## config.mk

```make
export PLATFORM = sky130hd
export DESIGN_NAME = jam_cost_arb
export DESIGN_NICKNAME = d
export VERILOG_FILES = /design/src/rtl/jam_pkg.sv /design/src/rtl/jam_rr_pick.sv /design/src/rtl/jam_cost_arb.sv
export SDC_FILE = /design/constraint.sdc
export NUM_CORES = 1
export LEC_CHECK = 0
export BUFFER_PORTS_ARGS = -buffer_cell sky130_fd_sc_hd__buf_2
export CAP_MARGIN = 20
export CORE_MARGIN = 5
export CORE_UTILIZATION = 49
export CTS_CLUSTER_SIZE = 40
export DETAILED_ROUTE_END_ITERATION = 10
export PLACE_DENSITY = 0.88
export SYNTH_ARGS = -nofsm -noshare
export SYNTH_HDL_FRONTEND = slang
export SYNTH_SLANG_ARGS = --single-unit
```

## constraint.sdc

```tcl
create_clock -name CLK -period 1.8 [get_ports CLK]
set_input_delay 0.09 -clock CLK [delete_from_list [all_inputs] [get_ports CLK]]
set_output_delay 0.09 -clock CLK [all_outputs]
set_load 0.02 [all_outputs]
```

## src/rtl/jam_pkg.sv

```systemverilog
// -----------------------------------------------------------------------------
// jam_pkg
// Shared definitions for the cost-table arbiter: arbiter state encoding,
// default burst limit and the worker/job index and cost data widths.
// -----------------------------------------------------------------------------
package jam_pkg;

    // Default maximum number of cost reads per grant (one per worker).
    localparam int unsigned JAM_MAX_BEATS = 8;

    // Worker / job index width and cost data width.
    localparam int unsigned JAM_IDX_W  = 3;
    localparam int unsigned JAM_COST_W = 7;

    typedef enum logic [1:0] {
        IDLE = 2'd0,
        OWN0 = 2'd1,
        OWN1 = 2'd2
    } jam_state_e;

endpackage

```

## src/rtl/jam_rr_pick.sv

```systemverilog
// -----------------------------------------------------------------------------
// jam_rr_pick
// Two-way round-robin choice.
//   req[1:0] : requests from requester 1 and 0
//   rr_last  : requester that most recently finished a burst
//   pick     : chosen requester (0 or 1); only meaningful when req != 0
// -----------------------------------------------------------------------------
module jam_rr_pick (
    input  logic [1:0] req,
    input  logic       rr_last,
    output logic       pick
);

    // On a tie the requester that did not go last wins; otherwise the single
    // active requester wins.
    assign pick = (req == 2'b11) ? ~rr_last : req[1];

endmodule

```

## src/rtl/jam_cost_arb.sv

```systemverilog
// -----------------------------------------------------------------------------
// jam_cost_arb
// Arbitrates two requesters for a shared cost table. The owner issues one
// read (beat) per cycle while its REQ is high; each beat launches a registered
// W/J address and the table data comes back registered on RDATA two cycles
// after the beat, tagged by RVALID0/RVALID1. A burst ends on LASTx, or is
// forcibly ended after MAX_BEATS beats with a one-cycle ERR pulse.
// Ports:
//   CLK, RST_N          : clock, asynchronous active-low reset
//   REQx, LASTx, Wx, Jx : requester x read request, final-beat flag, address
//   GNTx                : requester x owns the table (registered)
//   W, J                : registered address to the cost table
//   Cost                : table data for the current W/J (combinational)
//   RVALIDx, RDATA      : registered read response and its owner
//   ERR                 : forced-release pulse
// -----------------------------------------------------------------------------
module jam_cost_arb
    import jam_pkg::*;
#(
    parameter int unsigned MAX_BEATS = JAM_MAX_BEATS
) (
    input  logic                  CLK,
    input  logic                  RST_N,
    input  logic                  REQ0,
    input  logic                  REQ1,
    input  logic                  LAST0,
    input  logic                  LAST1,
    input  logic [JAM_IDX_W-1:0]  W0,
    input  logic [JAM_IDX_W-1:0]  J0,
    input  logic [JAM_IDX_W-1:0]  W1,
    input  logic [JAM_IDX_W-1:0]  J1,
    output logic                  GNT0,
    output logic                  GNT1,
    output logic [JAM_IDX_W-1:0]  W,
    output logic [JAM_IDX_W-1:0]  J,
    input  logic [JAM_COST_W-1:0] Cost,
    output logic                  RVALID0,
    output logic                  RVALID1,
    output logic [JAM_COST_W-1:0] RDATA,
    output logic                  ERR
);

    localparam logic [3:0] LAST_BEAT_CNT = 4'(MAX_BEATS - 1);

    jam_state_e            r_state;
    jam_state_e            w_state_nxt;
    logic                  r_ready;
    logic                  r_rr_last;
    logic [3:0]            r_cnt;
    logic [JAM_IDX_W-1:0]  r_w;
    logic [JAM_IDX_W-1:0]  r_j;
    logic                  r_aval0;
    logic                  r_aval1;
    logic                  r_rvalid0;
    logic                  r_rvalid1;
    logic [JAM_COST_W-1:0] r_rdata;
    logic                  r_err;

    logic                  w_own0;
    logic                  w_own1;
    logic                  w_beat0;
    logic                  w_beat1;
    logic                  w_beat;
    logic                  w_last;
    logic                  w_at_max;
    logic                  w_release;
    logic                  w_forced;
    logic                  w_pick;
    logic [JAM_IDX_W-1:0]  w_addr_w;
    logic [JAM_IDX_W-1:0]  w_addr_j;

    jam_rr_pick u_rr_pick (
        .req     ({REQ1, REQ0}),
        .rr_last (r_rr_last),
        .pick    (w_pick)
    );

    assign w_own0    = (r_state == OWN0);
    assign w_own1    = (r_state == OWN1);
    assign w_beat0   = w_own0 & REQ0;
    assign w_beat1   = w_own1 & REQ1;
    assign w_beat    = w_beat0 | w_beat1;
    // Only the owner's LAST/W/J are looked at.
    assign w_last    = w_own1 ? LAST1 : LAST0;
    assign w_addr_w  = w_own1 ? W1 : W0;
    assign w_addr_j  = w_own1 ? J1 : J0;
    assign w_at_max  = (r_cnt == LAST_BEAT_CNT);
    assign w_release = w_beat & (w_last | w_at_max);
    assign w_forced  = w_beat & w_at_max & ~w_last;

    always_comb begin
        w_state_nxt = r_state;
        unique case (r_state)
            // r_ready holds off the first grant until the second edge after reset.
            IDLE: if (r_ready && (REQ0 || REQ1)) w_state_nxt = w_pick ? OWN1 : OWN0;
            OWN0: if (w_release) w_state_nxt = REQ1 ? OWN1 : IDLE;
            OWN1: if (w_release) w_state_nxt = REQ0 ? OWN0 : IDLE;
            default: w_state_nxt = IDLE;
        endcase
    end

    always_ff @(posedge CLK or negedge RST_N) begin
        if (!RST_N) begin
            r_state   <= IDLE;
            r_ready   <= 1'b0;
            r_rr_last <= 1'b1;
            r_cnt     <= 4'd0;
            r_w       <= '0;
            r_j       <= '0;
            r_aval0   <= 1'b0;
            r_aval1   <= 1'b0;
            r_rvalid0 <= 1'b0;
            r_rvalid1 <= 1'b0;
            r_rdata   <= '0;
            r_err     <= 1'b0;
        end else begin
            r_state <= w_state_nxt;
            r_ready <= 1'b1;
            if (w_release) begin
                r_rr_last <= w_own1;
            end
            if (w_beat) begin
                r_w   <= w_addr_w;
                r_j   <= w_addr_j;
                r_cnt <= w_release ? 4'd0 : r_cnt + 4'd1;
            end
            // Stage 1: address launched; stage 2: table data captured.
            r_aval0   <= w_beat0;
            r_aval1   <= w_beat1;
            r_rvalid0 <= r_aval0;
            r_rvalid1 <= r_aval1;
            if (r_aval0 || r_aval1) begin
                r_rdata <= Cost;
            end
            r_err <= w_forced;
        end
    end

    assign GNT0    = w_own0;
    assign GNT1    = w_own1;
    assign W       = r_w;
    assign J       = r_j;
    assign RVALID0 = r_rvalid0;
    assign RVALID1 = r_rvalid1;
    assign RDATA   = r_rdata;
    assign ERR     = r_err;

endmodule
```

# Word-level counts from Yosys, hierarchy flattened
# Cells that the tools add are included.
# W data, S select, Z words.
totals:
  romBits: 0
  latch_bits: 0
  n_memories: 0
  word_cells: 46
  input_bits: 25
  out_inout_bits: 18
  ramBits: 0
  ff_bits: 26
classes:
  shift: 0
  n_reduce_logical: 5
  muxes: 12
  add_sub_neg: 1
  eq_ne: 7
  n_lt_le_gt_ge: 0
  n_mul: 0
  n_div: 0
  bitwise_logic: 9
op_table:
  columns: ["cell", "count"]
  rows:
  - ["$mux W2", 5]
  - ["$mux W3", 2]
  - ["$pmux W2 S3", 1]
  - ["$and A1 B1 Y1", 5]
  - ["$add A4 B1 Y4 const B", 1]
  - ["$eq A2 B2 Y1 const B", 2]
  - ["$eq A4 B3 Y1 const B", 1]
  - ["$mux W4", 1]
  - ["$ne A2 B1 Y1 const B", 2]
  - ["$mux W1", 3]
  - ["$reduce_and A3 Y1", 1]
  - ["$eq A2 B1 Y1 const B", 1]
  - ["$logic_not A2 Y1", 1]
  - ["$logic_or A1 B1 Y1", 2]
  - ["$ne A2 B2 Y1 const B", 1]
  - ["$not A1 Y1", 2]
  - ["$or A1 B1 Y1", 2]
  - ["$logic_and A1 B1 Y1", 1]

# Logic depth before layout (Yosys ltp)
depth:
  ltp_word: 6
  mapped_depth: 5
  depth_no_buf: 4

# Cells and area by module
# From an unflattened synthesis, not the netlist that was laid out.
unflattened:
  hier_cells: 98
  hier_area_um2: 1192.4
by_module_without_submodules:
  columns: ["mod", "seq_area_each_um2", "area_each_um2", "instances", "cells_each"]
  rows:
  - ["jam_cost_arb", 651.9, 1181.1, 1, 97]
  - ["jam_rr_pick", 0.0, 11.3, 1, 1]

# Worst setup path before layout
# Ideal clock, no wire load.
synth_path:
  kind: "register to register"
  from: "register r_cnt[0]"
  to: "register r_state[0]"
  synth_period_minus_slack_ns: 1.302
  path_stages_with_launch: 5
  n_path_buf: 0
  setup_time_ns: 0.126
  path_slack_ns: 0.498
  required_ns: 1.674
  t_arrival_ns: 1.176
  path_cell_list: "dfrtp_1 > ha_1 > nand3b_1 > a21oi_1 > a221o_1"
synth_via:
  elab_chain_cells: 5
  elab_cells_between_ends: 6
  classes_between: "3 x eq/ne; 2 x bitwise; 1 x reduce/logical"
synth_lines:
  columns: ["item", "line_no", "source"]
  rows:
  - ["start, declared", "jam_cost_arb.sv:49", "logic [3:0] r_cnt;"]
  - ["start signal, assigned", "jam_cost_arb.sv:125", "r_cnt <= w_release ? 4'd0 : r_cnt + 4'd1;"]
  - ["$eq A4 B3 Y1 (*)", "jam_cost_arb.sv:87", "assign w_at_max = (r_cnt == LAST_BEAT_CNT);"]
  - ["$or A1 B1 Y1 (*)", "jam_cost_arb.sv:88", "assign w_release = w_beat & (w_last | w_at_max);"]
  - ["$and A1 B1 Y1 (*)", "jam_cost_arb.sv:88", null]
  - ["$ne A2 B1 Y1 (no source line)", null, null]
  - ["$reduce_and A3 Y1 (no source line) (*)", null, null]
  - ["end signal, assigned", "jam_cost_arb.sv:117", "r_state <= w_state_nxt;"]
  - ["end, declared", "jam_cost_arb.sv:45", "jam_state_e r_state;"]
# Mark *: on every way between the ends. The rest lies on a longest branch, timed or not.
# A chain may end at the register's enable or synchronous reset.

# Worst setup path in the final report
layout_path:
  from: "register r_state[1]"
  to: "output GNT1"
layout_via:
  elab_chain_cells: 1
layout_lines:
  columns: ["item", "line_no", "source"]
  rows:
  - ["$eq A2 B2 Y1", "jam_cost_arb.sv:79", "assign w_own1 = (r_state == OWN1);"]
  - ["end, declared", "jam_cost_arb.sv:33", "output logic GNT1,"]
# Every way passes these cells.

==> impl_metrics.tcl <==
set metrics [dict create \
    synthFlopType "dfrtp_1" \
    outcome "complete, no violations" \
    ant_nets 0 \
    syn_nets 131 \
    worstMarginPinSlew_ns 0.556 \
    antenna_found_initial 0 \
    cts_buffers 3 \
    fillers 208 \
    dp_slack_ns 0.331 \
    ir_worst_vdd_mv 1.13 \
    drt_wl_total_um 2900 \
    clock_skew_ns 0.00125 \
    synth_top_family_by_area "simple AND/OR/NAND/NOR gates" \
    port_buffers 42 \
    required_ns 1.71 \
    dr.pass1.iters 4 \
    ys_top_cells_by_area "dfrtp_1 50%, mux2_2 6.3%, mux2i_1 4.8%" \
    coreArea_mm2 0.00248 \
    powerDensity_mw_per_mm2 1610 \
    cts.htree.levels 1 \
    max_cap_violations 0 \
    holdWs_ns 0.0592 \
    fmax_ghz 0.589 \
    num_vias 1037 \
    clk_latency_ns 0.32 \
    fin_ws_ns 0.103 \
    syn_to_final_growth_pct 27.5 \
    synth_xor_area_share_pct 0 \
    rsz0062_at_grt "false" \
    initial_utilization_pct 50.9 \
    netlist_top_cells_count "25 x dfrtp_1, 8 x a21oi_1, 7 x mux2_2" \
    synth_area_mm2 0.00126 \
    grt_pass1_vias 994 \
    fp.dieH_um 60.7 \
    tritoncts "yes" \
    synth.top_cell.area_share_pct 49.7 \
    async_flop_share_pct 100 \
    fin_crit_ns 1.70 \
    slew_violations 0 \
    yosysMostFrequentCell "dfrtp_1" \
    drc_errors 0 \
    cts_resized 0 \
    hold_class "input port to flop" \
    grtUsageTotal_pct 16.8 \
    ys_ff_latch 26 \
    utilization_pct 64.8 \
    avgRoutedWirePerCell_um 15.6 \
    dieWidth_um 60.7 \
    start_kind "flop" \
    core.rowCount 18 \
    tns_ns 0 \
    synthAdderAreaFrac_pct 0.993 \
    dieArea_mm2 0.00369 \
    ys_types 37 \
    synth_edf_count 0 \
    end_kind "output pin" \
    clock-sinks 26 \
    ys_warn_count 0 \
    gp_congestion 0.876 \
    cp_max_fo 11 \
    finalCritPeriodShare_pct 94.3 \
    crit_arrival_ns 1.61 \
    maxSlewHeadroom_pct 63.0 \
    grt_first_pass_wirelength_um 4530 \
    grt_max_degree 27 \
    hold_viol_final 0 \
    root_buffer "clkbuf_4" \
    syn_avg_cell_area_um2 12.0 \
    io_pins 43 \
    nNetsFinal 183 \
    hpwl_um 2110 \
    drt-initial-drc-count 40 \
    clkTransAtPathRegs_ns 0.14 \
    synth_compound_area_share_pct 13.2 \
    grt-ovfl-total 0 \
    synth_top_area_cell "dfrtp_1" \
    setup_viol 0 \
    syn_inst 105 \
    drive_gt1_share_pct 40.4 \
    synth_mux_area_share_pct 11.0 \
    viasPerCell 5.58 \
    synthSimpleGateAreaFrac_pct 18.0 \
    yosysSeqAreaShare_pct 51.7 \
    cts.path.max_buffers 2 \
    insertedDiodeCount 0 \
    path_class "flop to output pin" \
    p_leak_nw 0.803 \
]
[what timing repair did]
action                    4_1_cts  5_1_grt
hold buffers                    8        0
hold endpoints to repair       32        0
setup buffers                   0        0
[layer usage]
metal	global-route usage (%)	vias up	wire length (µm)	share of wire, %
met3	1.91	9	120	4.1
met5	0	-	0	0
met1	22.0	508	1190	41
met2	27.6	35	1510	52
li1	-	485	-	-
met4	8.36	0	85	2.9
[registers in the layout, summed over array words and instances (netlist names), 2 cells and up]
name,count
W,3
r_state,2
r_cnt,4
J,3
RDATA,7
[critical path, stage by stage, from the launching register on]
cell     delay, ns
dfrtp_1       0.60
nor2b_4       0.44
buf_2         0.25
[cell type report]
cell class | instances | area (µm²) | share of cell area, %
Multi-Input combinational cell | 69 | 548 | 34.1
Clock buffer | 3 | 22.5 | 1.40
Sequential cell | 26 | 652 | 40.6
Clock inverter | 1 | 30.0 | 1.87
Timing Repair Buffer | 50 | 290 | 18.1
Inverter | 7 | 26.3 | 1.64
Tap cell | 30 | 37.5 | 2.34
[final timing paths]
path	startpoint	end	slack, ns	depth (start not counted)
worst max-delay path	r_state[1]	GNT1	0.10	2
worst max register to register	r_state[1]	W[2]	0.30	3
min in group asynchronous	RST_N	r_state[1]	0.27	2
worst min register to register	r_aval1	RVALID1	0.42	0
max in group asynchronous	RST_N	r_rr_last	1.16	2
worst min-delay path	W0[1]	W[1]	0.06	3
[cell families (layout without fill, tap and decap cells)]
| kind of cell | count (synthesis) | count (layout) |
|---|---|---|
| and+or+nand+nor | 29 | 29 |
| DFF | 26 | 26 |
| AOI/OAI and AO/OA | 25 | 25 |
| muxes | 13 | 13 |
| buffers and inverters | 10 | 61 |
| adders and majority gates | 1 | 1 |
| other | 1 | 1 |
[placed cells by master (no fill, tap or decap), types with 2 or more instances in the layout]
cell type	synthesis	final
mux2i_1	6	6
nand3b_4	3	3
nand2_1	3	3
nor2_1	2	2
buf_2	0	42
o21ai_1	3	3
dlygate4sd3_1	0	8
nor3_1	6	6
inv_2	2	2
nor2b_1	2	2
mux2_2	7	7
inv_1	5	5
dfrtp_1	25	25
clkbuf_4	0	3
nand3_1	4	4
o211ai_1	4	4
a21oi_1	8	8
[per-stage QoR]
| stage | total power, mW | area (µm²) | std cells |
|---|---|---|---|
| floorplan | 1.87 | 1260 | 105 |
| global placement | 2.11 | 1470 | 174 |
| detailed placement | 2.17 | 1470 | 174 |
| CTS | 2.59 | 1610 | 186 |
| global route | 2.73 | 1610 | 186 |
| finish | 2.59 | 1610 | 186 |
[report_power, final]
part	switching (mW)	internal (mW)
registers	0.197	0.824
logic	0.648	0.520
clock network	0.175	0.225
total	1.02	1.57
Note: power is estimated with default switching activity, not from simulation.
